<file path="src/rtl/chess_pkg.sv">
// Shared board encoding for the move-generation datapath: colours, piece-type
// codes, square/piece typedefs and the scanner state encoding.
package chess_pkg;

  typedef logic [5:0] piece_t;   // {color, type[4:0]}
  typedef logic [5:0] square_t;  // rank*8 + file

  localparam piece_t  EMPTY       = 6'b000000;
  localparam logic    WHITE       = 1'b1;
  localparam logic    BLACK       = 1'b0;
  localparam square_t LAST_SQUARE = 6'd63;

  localparam logic [4:0] PAWN   = 5'b00010;
  localparam logic [4:0] KNIGHT = 5'b00001;
  localparam logic [4:0] KING   = 5'b00100;
  localparam logic [4:0] QUEEN  = 5'b11000;
  localparam logic [4:0] ROOK   = 5'b10000;
  localparam logic [4:0] BISHOP = 5'b01000;

  typedef enum logic [2:0] {
    S_IDLE,
    S_READ,
    S_EVAL,
    S_PRESENT,
    S_DONE
  } scan_state_t;

  function automatic logic is_own_piece(input piece_t code, input logic color);
    return (code != EMPTY) && (code[5] == color);
  endfunction

endpackage

</file>
<file path="src/rtl/piece_code_check.sv">
// Combinational legality decoder: flags whether a 5-bit piece type is one of
// the six defined codes. Only instantiated when SCAN_ILLEGAL_CHECK_EN is set.
module piece_code_check
  import chess_pkg::*;
(
  input  logic [4:0] piece_type,
  output logic       legal
);

  assign legal = (piece_type == PAWN)  || (piece_type == KNIGHT) ||
                 (piece_type == KING)  || (piece_type == QUEEN)  ||
                 (piece_type == ROOK)  || (piece_type == BISHOP);

endmodule

</file>
<file path="src/rtl/board_scanner.sv">
// Walks the 64-square board RAM and presents each engine-colour piece to the
// ray transmitter over a valid/ready handshake. Optional: SCAN_ILLEGAL_CHECK_EN.
module board_scanner
  import chess_pkg::*;
(
  input  logic       clk,
  input  logic       reset,
  input  logic       start,
  input  logic       abort,
  input  logic       engine_color,
  output logic [5:0] ram_addr,
  output logic       ram_rd,
  input  logic [5:0] ram_data,
  output logic       color_reg,
  output logic [5:0] piece_reg,
  output logic [5:0] pos_reg,
  output logic       piece_valid,
  input  logic       piece_ready,
  output logic       busy,
  output logic       done,
  output logic [6:0] piece_count
`ifdef SCAN_ILLEGAL_CHECK_EN
  ,
  output logic       illegal_seen
`endif
);

  scan_state_t state, next_state;
  square_t     addr, next_addr;
  logic        accept_start;
  logic        take_piece;
  logic        handshake;
  logic        own_piece;
  logic        code_legal;

  assign own_piece = is_own_piece(ram_data, color_reg);
  assign ram_addr  = addr;

`ifdef SCAN_ILLEGAL_CHECK_EN
  piece_code_check u_code_check (
    .piece_type (ram_data[4:0]),
    .legal      (code_legal)
  );
`else
  assign code_legal = 1'b1;
`endif

  always_comb begin
    // NOTE: every comb output gets a default first so no path infers a latch.
    next_state   = state;
    next_addr    = addr;
    accept_start = 1'b0;
    take_piece   = 1'b0;
    handshake    = 1'b0;

    if (abort && (state != S_IDLE)) begin
      next_state = S_IDLE;
    end else begin
      case (state)
        S_IDLE: begin
          if (start && !abort) begin
            accept_start = 1'b1;
            next_addr    = '0;
            next_state   = S_READ;
          end
        end
        S_READ: next_state = S_EVAL;
        S_EVAL: begin
          if (own_piece && code_legal) begin
            take_piece = 1'b1;
            next_state = S_PRESENT;
          end else if (addr == LAST_SQUARE) begin
            next_state = S_DONE;
          end else begin
            next_addr  = addr + 6'd1;
            next_state = S_READ;
          end
        end
        S_PRESENT: begin
          if (piece_ready) begin
            handshake = 1'b1;
            if (addr == LAST_SQUARE) begin
              next_state = S_DONE;
            end else begin
              next_addr  = addr + 6'd1;
              next_state = S_READ;
            end
          end
        end
        S_DONE:  next_state = S_IDLE;
        default: next_state = S_IDLE;
      endcase
    end
  end

  // Outputs are decoded from next_state so they are registered yet line up
  // with the state they describe.
  always_ff @(posedge clk or posedge reset) begin
    if (reset) begin
      state       <= S_IDLE;
      addr        <= '0;
      color_reg   <= 1'b0;
      piece_reg   <= EMPTY;
      pos_reg     <= '0;
      piece_valid <= 1'b0;
      ram_rd      <= 1'b0;
      busy        <= 1'b0;
      done        <= 1'b0;
      piece_count <= '0;
    end else begin
      // NOTE: sequential state uses non-blocking assignment so every flop
      // samples pre-edge values regardless of statement order.
      state       <= next_state;
      addr        <= next_addr;
      ram_rd      <= (next_state == S_READ);
      busy        <= (next_state != S_IDLE);
      done        <= (next_state == S_DONE);
      piece_valid <= (next_state == S_PRESENT);

      if (accept_start) begin
        color_reg   <= engine_color ? WHITE : BLACK;
        piece_count <= '0;
      end else if (handshake) begin
        piece_count <= piece_count + 7'd1;
      end

      if (take_piece) begin
        piece_reg <= ram_data;
        pos_reg   <= addr;
      end else if (next_state != S_PRESENT) begin
        piece_reg <= EMPTY;
        pos_reg   <= '0;
      end
    end
  end

`ifdef SCAN_ILLEGAL_CHECK_EN
  always_ff @(posedge clk or posedge reset) begin
    if (reset) begin
      illegal_seen <= 1'b0;
    end else if (accept_start) begin
      illegal_seen <= 1'b0;
    end else if ((state == S_EVAL) && !abort && own_piece && !code_legal) begin
      illegal_seen <= 1'b1;
    end
  end
`endif

endmodule

</file>
<file path="config.mk">
export PLATFORM = sky130hd
export DESIGN_NAME = board_scanner
export DESIGN_NICKNAME = d
export VERILOG_FILES = /design/src/rtl/chess_pkg.sv /design/src/rtl/piece_code_check.sv /design/src/rtl/board_scanner.sv
export SDC_FILE = /design/constraint.sdc
export NUM_CORES = 1
export LEC_CHECK = 0
export BUFFER_PORTS_ARGS = -buffer_cell sky130_fd_sc_hd__buf_2
export CAP_MARGIN = 30
export CORE_ASPECT_RATIO = 1.2
export CORE_MARGIN = 2
export CORE_UTILIZATION = 41
export DETAILED_ROUTE_END_ITERATION = 7
export HOLD_SLACK_MARGIN = 0.1
export SYNTH_ARGS = -nofsm -noshare
export SYNTH_HDL_FRONTEND = slang
export SYNTH_SLANG_ARGS = --single-unit
export TNS_END_PERCENT = 100
</file>
<file path="constraint.sdc">
create_clock -name clk -period 2.62 [get_ports clk]
set_input_delay 0.524 -clock clk [delete_from_list [all_inputs] [get_ports clk]]
set_output_delay 0.524 -clock clk [all_outputs]
set_load 0.05 [all_outputs]
</file>
==> flow_summary.json, run 1 <==
{
  "final.setup.worst_slack_ns": 0.719,
  "timing.critical_path.from_type": "flop",
  "reg_with_most_ffs": "piece_count",
  "syn2layout_area_growth_pct": 21.4,
  "dpl_cell_area_um2": 2080,
  "ys_ff_latch": 33,
  "detailroute.via_count": 1454,
  "power_total_mw": 2.06,
  "setup_total_negative_slack_ns": 0,
  "timing.reg2reg.setup_slack_ns": 0.72,
  "cts.htree.levels": 2,
  "synth_nets": 185,
  "arrival_time_of_the_worst_setup_path_ns": 2.10,
  "finish.instance_area_um2": 2220,
  "overflow": 0,
  "synth_top_cells_by_area": "dfrtp_1 45%, o41ai_2 8.9%, nand3_1 3.3%, inv_1 3.1%, buf_6 2.5%",
  "synthesis.instances": 171,
  "synth_warnings": 0,
  "clock_tree.root_cell": "clkbuf_8",
  "max-slew-margin-rel_pct": 57.5,
  "fin_nets": 231,
  "p_sw_mw": 0.872,
  "drc_errors": 0,
  "r2r_cells": 5,
  "post_synth.cell_area_avg_um2": 10.7,
  "detail_route.vias_per_cell": 5.31,
  "yosys.area_share.adder_pct": 1.37,
  "cell_accounting_for_the_most_synthesized_area": "dfrtp_1",
  "critical_path_required_ns": 2.82,
  "cts_tree": "done",
  "max_freq_mhz": 526,
  "static-leakage-power_nw": 1.09,
  "share_clk_of_total_power_pct": 27.5,
  "dpl.hpwl_um": 2920,
  "placement_rows": 26,
  "hold_violations": 0,
  "synth.area.mux_share_pct": 2.33,
  "floorplan.io_pins": 42,
  "timing_worst_setup_path_type": "flop to flop",
  "cts.repair.resized": 0,
  "netlist-cell-type-count": 48,
  "synth-edff-count": 0,
  "placeableCoreArea_um2": 4260,
  "syn_area_um2": 1830,
  "grt_setup_unrepaired": "no",
  "ctsHoldBuffers": 0,
  "wire_length_of_the_first_global_routing_pass_um": 6780,
  "die_area_um2": 5010,
  "synth_top_family_by_area": "simple AND/OR/NAND/NOR gates",
  "post-synth-top-area-fraction_pct": 45.2,
  "maxCapViolations": 0,
  "crit-reg2reg-launch": "ram_addr[0]",
  "antenna_cells_inserted": 0,
  "terminus_of_the_critical_flop_to_flop_path": "ram_addr[5]",
  "gp_congestion": 0.829,
  "antenna_left": 0,
  "die_height_um": 77.1,
  "dr.first_iter.drc_count": 106,
  "endpoint_kind": "flop",
  "first_global_vias": 1418,
  "post_synth_xor_area_fraction_pct": 3.29,
  "groute.usage.overall_pct": 17.3,
  "grt_max_degree": 34,
  "post_cts.repair.setup_buffers": 0,
  "synth_seq_area_share_pct": 45.2,
  "io_buffers": 41,
  "synthTopCellsByCount": "33 x dfrtp_1, 15 x inv_1, 12 x nand2_1, 12 x nand3_1, 12 x nor2_1",
  "placement.setup.worst_slack_ns": 0.557,
  "status": "finished, final reports clean",
  "totalWireLength_um": 3880,
  "switching_power_share_of_the_total_pct": 42.3,
  "finalMaxSlewViolations": 0,
  "final_period_minus_worst_setup_slack_ns": 1.90,
  "first_pass_iters": 4,
  "synth_compound_gate_area_share_pct": 20.1,
  "hp_class": "primary input to async pin",
  "max-vdd-ir-drop_uv": 424,
  "share_of_post_route_cells_with_drive_strength_above_1_pct": 35.8,
  "seq_power_share_pct": 33.4,
  "clock-sinks": 33,
  "power_density_over_cell_area_nw_per_um2": 930,
  "path_clk_slew_ns": 0.07,
  "final_period_util_pct": 72.6,
  "worst_skew_pair.late_latency_ns": 0.29,
  "fin_skew_ns": 0.00661,
  "fp.dieW_um": 64.9,
  "worstMarginPinSlew_ns": 0.631,
  "drt-wirelength-per-cell_um": 14.2,
  "synth_most_common_cell": "dfrtp_1",
  "initial_antenna_violation_count": 0,
  "postSynth.topFlopCell": "dfrtp_1",
  "largest_reg_flops": 7,
  "initial_utilization_pct": 42.9,
  "async_reset_ff_share_pct": 100,
  "internal_power_mw": 1.19,
  "buffer_levels_on_the_longest_clock_path": 2,
  "cts-buffers-inserted": 5,
  "synth-simple-area-share_pct": 21.0,
  "critical_path.max_fanout": 8,
  "power_frac_comb_pct": 39.1,
  "setup_violations": 0
}
cell usage in the layout (no fill, tap or decap), drive strengths merged, types with 2 or more instances in the layout:
cell / count
o21ai: 4
nor4: 3
xor2: 5
nor2: 13
nand3: 12
nand2: 12
a211oi: 3
inv: 16
buf: 47
bufinv: 2
nand4: 2
and2: 6
mux2i: 2
and3: 5
nor3: 3
a21oi: 5
o31ai: 3
mux2: 2
or4: 3
clkbuf: 5
o211ai: 2
nand2b: 4
ha: 2
o41ai: 12
dfrtp: 33
through the flow:
step | hold WS, ns | util [%] | std cells
after floorplan | 0.595 | - | 171
after global placement | 0.523 | 48.9 | 266
after detailed placement | 0.535 | 48.9 | 266
after CTS | 0.328 | 52.0 | 274
after global routing | 0.376 | 52.0 | 274
final | 0.309 | 52.0 | 274
metal layers:
| layer | track usage [%] | vias to the layer above | part of all wire, % |
|---|---|---|---|
| met1 | 21.4 | 699 | 42 |
| met5 | 0 | - | 0 |
| met4 | 5.74 | 0 | 1.6 |
| li1 | - | 705 | - |
| met2 | 28.8 | 44 | 51 |
| met3 | 4.84 | 6 | 5.7 |
logic make-up after synthesis:
group,count (synthesis)
AND/OR/NAND/NOR,68
XOR/XNOR,6
buffers and inverters,24
flip-flops,33
multiplexers,4
AO/OA/AOI/OAI,34
adder cells (fa/ha/maj),2
final cells by class:
class                   count  area, µm²
fillers                   410       2040
multi-input cells         114        877
flip-flops and latches     33        826
repair buffers             47        250
well taps                  56       70.1
clock buffers               5       68.8
clock inverters             3       65.1
inverters                  16       60.1
power by group through the flow:
stage          Clock (mW)  Sequential [mW]  Combinational (mW)
2_1_floorplan           0            0.867               0.482
3_3_place_gp            0            0.694               0.799
3_5_place_dp            0            0.697               0.809
4_1_cts             0.578            0.690               0.813
5_1_grt             0.598            0.706               0.876
6_report            0.566            0.689               0.807
how the worst max path moves through the flow:
stage / slack (ns) / endpoint / from
after floorplan: 0.55 / ram_addr[2] / ram_addr[0]
after global placement: 0.63 / ram_addr[1] / ram_data[5]
after detailed placement: 0.56 / piece_reg[5] / ram_data[5]
after CTS: 0.70 / piece_reg[5] / state[0]
after global routing: 0.61 / ram_addr[0] / state[0]
final: 0.72 / ram_addr[5] / ram_addr[0]
critical path: stages, from the launching register on:
cell and delay, ns:
dfrtp_1 0.45, ha_1 0.26, and2_1 0.15, and3_2 0.26
or4_1 0.52, a21oi_1 0.17
Power figures use the tool's default switching activity.
==> run 2: changes to the inputs <==
- PLACE_DENSITY: default -> 0.66
- clock period: 2.62 -> 1.7 ns (I/O delays scaled with it)
==> run 2 against run 1 <==
Highest routed layer unchanged. Sequential power increased by 48%. Via count increased by 6.8%. Die area is the same. Non-clock buffer count grew 25. Clock power up 13%. Critical endpoint is now ram_addr[2]. First-iteration DRC count is 26% lower.
==> flow_summary.json, run 2 (synthesis gave the netlist of run 1 again) <==
{
  "status": "finished, final reports clean",
  "slowest_stage": "or4_4",
  "power_density_over_cell_area_nw_per_um2": 1380,
  "antenna_left": 0,
  "hp_class": "primary input to async pin",
  "detailroute.via_count": 1553,
  "maxCapViolations": 0,
  "critical-path-top-delay-family": "simple AND/OR/NAND/NOR gates",
  "timing.critical_path.buf_inv": 1,
  "cts.htree.levels": 2,
  "finalCoreUtilization_pct": 58.7,
  "timing.reg2reg.setup_slack_ns": 0.05,
  "drt-wirelength-per-cell_um": 14.0,
  "initial_antenna_violation_count": 0,
  "critical_path_required_ns": 1.91,
  "clock_tree.root_cell": "clkbuf_8",
  "dr.first_iter.drc_count": 78,
  "first_global_vias": 1577,
  "largest_reg_flops": 7,
  "final_period_util_pct": 97.2,
  "timing.critical_path.slowest_cell_delay_ns": 0.54,
  "hold_violations": 0,
  "grt_max_degree": 34,
  "worst_skew_pair.late_latency_ns": 0.28,
  "finalMaxSlewViolations": 0,
  "endpoint_kind": "flop",
  "drc_errors": 0,
  "antenna_cells_inserted": 0,
  "final.setup.worst_slack_ns": 0.0473,
  "overflow": 0,
  "max-vdd-ir-drop_uv": 694,
  "worstMarginPinSlew_ns": 0.422,
  "static-leakage-power_nw": 1.23,
  "initial_utilization_pct": 42.9,
  "final_period_minus_worst_setup_slack_ns": 1.65,
  "layout_common_cells": "41 x buf_2, 29 x buf_4, 25 x dfrtp_1",
  "power_total_mw": 3.45,
  "placeableCoreArea_um2": 4260,
  "cts-buffers-inserted": 5,
  "buffer_levels_on_the_longest_clock_path": 2,
  "setup_violations": 0,
  "totalWireLength_um": 4200,
  "fin_skew_ns": 0.00178,
  "wire_length_of_the_first_global_routing_pass_um": 7040,
  "reg_with_most_ffs": "piece_count",
  "share_of_post_route_cells_with_drive_strength_above_1_pct": 51.9,
  "io_buffers": 41,
  "max_freq_mhz": 605,
  "die_height_um": 77.1,
  "mostFrequentLayoutCell": "buf_2",
  "arrival_time_of_the_worst_setup_path_ns": 1.86,
  "fin_nets": 256,
  "clock-sinks": 33,
  "fp.dieW_um": 64.9,
  "crit-reg2reg-launch": "state[0]",
  "setup_total_negative_slack_ns": 0,
  "max-slew-margin-rel_pct": 71.6,
  "groute.usage.overall_pct": 18.3,
  "dpl.hpwl_um": 3090,
  "critical_path.max_fanout": 4,
  "startpoint": "state[0]",
  "gp_congestion": 0.822,
  "placement.setup.worst_slack_ns": -0.139,
  "floorplan.io_pins": 42,
  "syn2layout_area_growth_pct": 36.8,
  "critical_path.cell_chain": "buf_4 -> o21ba_4 -> o211ai_1 -> or4_4 -> a21oi_2",
  "timing_worst_setup_path_type": "flop to flop",
  "first_pass_iters": 4,
  "placement_rows": 26,
  "ctsHoldBuffers": 0,
  "die_area_um2": 5010,
  "cts_tree": "done",
  "path_clk_slew_ns": 0.07,
  "detail_route.vias_per_cell": 5.19,
  "timing.critical_path.from_type": "flop"
}
[run 2: cell types whose count changed in the layout (fill, tap and decap cells not counted), sizes merged]
cell,delta
clkbuf,+2
bufinv,-2
buf,+25
[run 2: cell type report]
cell class / count / area (µm²)
Clock buffer: 7 / 96.3
Clock inverter: 1 / 5.00
Fill cell: 375 / 1760
Inverter: 16 / 60.1
Multi-Input combinational cell: 114 / 970
Sequential cell: 33 / 836
Tap cell: 56 / 70.1
Timing Repair Buffer: 72 / 463
[run 2: repair_timing]
action,in CTS,in global routing
pin swaps,0,4
buffers inserted,0,2
setup endpoints to repair,3,15
gates resized for setup,2,11
[run 2: metal layers]
layer	track usage [%]	up-vias	routed length, µm
met5	0	-	0
met4	8.51	0	116
met3	4.55	11	209
met2	31.5	42	2180
met1	21.0	742	1700
li1	-	758	-
[run 2: where the power goes]
part / switching (mW) / internal [mW] / total (mW)
clock: 0.275 / 0.366 / 0.641
combinational: 1.09 / 0.701 / 1.79
sequential: 0.108 / 0.910 / 1.02
[run 2: worst min-delay path, stage by stage]
cell and delay (ns):
buf_2 0.09, inv_1 0.04, buf_4 0.36
[run 2: worst paths after layout]
check	end	cells after the start
hold reg to reg	piece_reg[2]	2
min in group clk	color_reg	3
setup reg to reg	ram_addr[2]	5
setup / recovery	ram_addr[2]	5
max in group asynchronous	ram_addr[2]	3
hold / removal	ram_rd	3
[run 2: metrics by stage]
stage / instance area [µm²] / hold slack [ns] / instances
2_1_floorplan: 1870 / 0.445 / 171
3_3_place_gp: 2320 / 0.453 / 289
3_5_place_dp: 2320 / 0.457 / 289
4_1_cts: 2430 / 0.151 / 297
5_1_grt: 2500 / 0.195 / 299
6_report: 2500 / 0.132 / 299
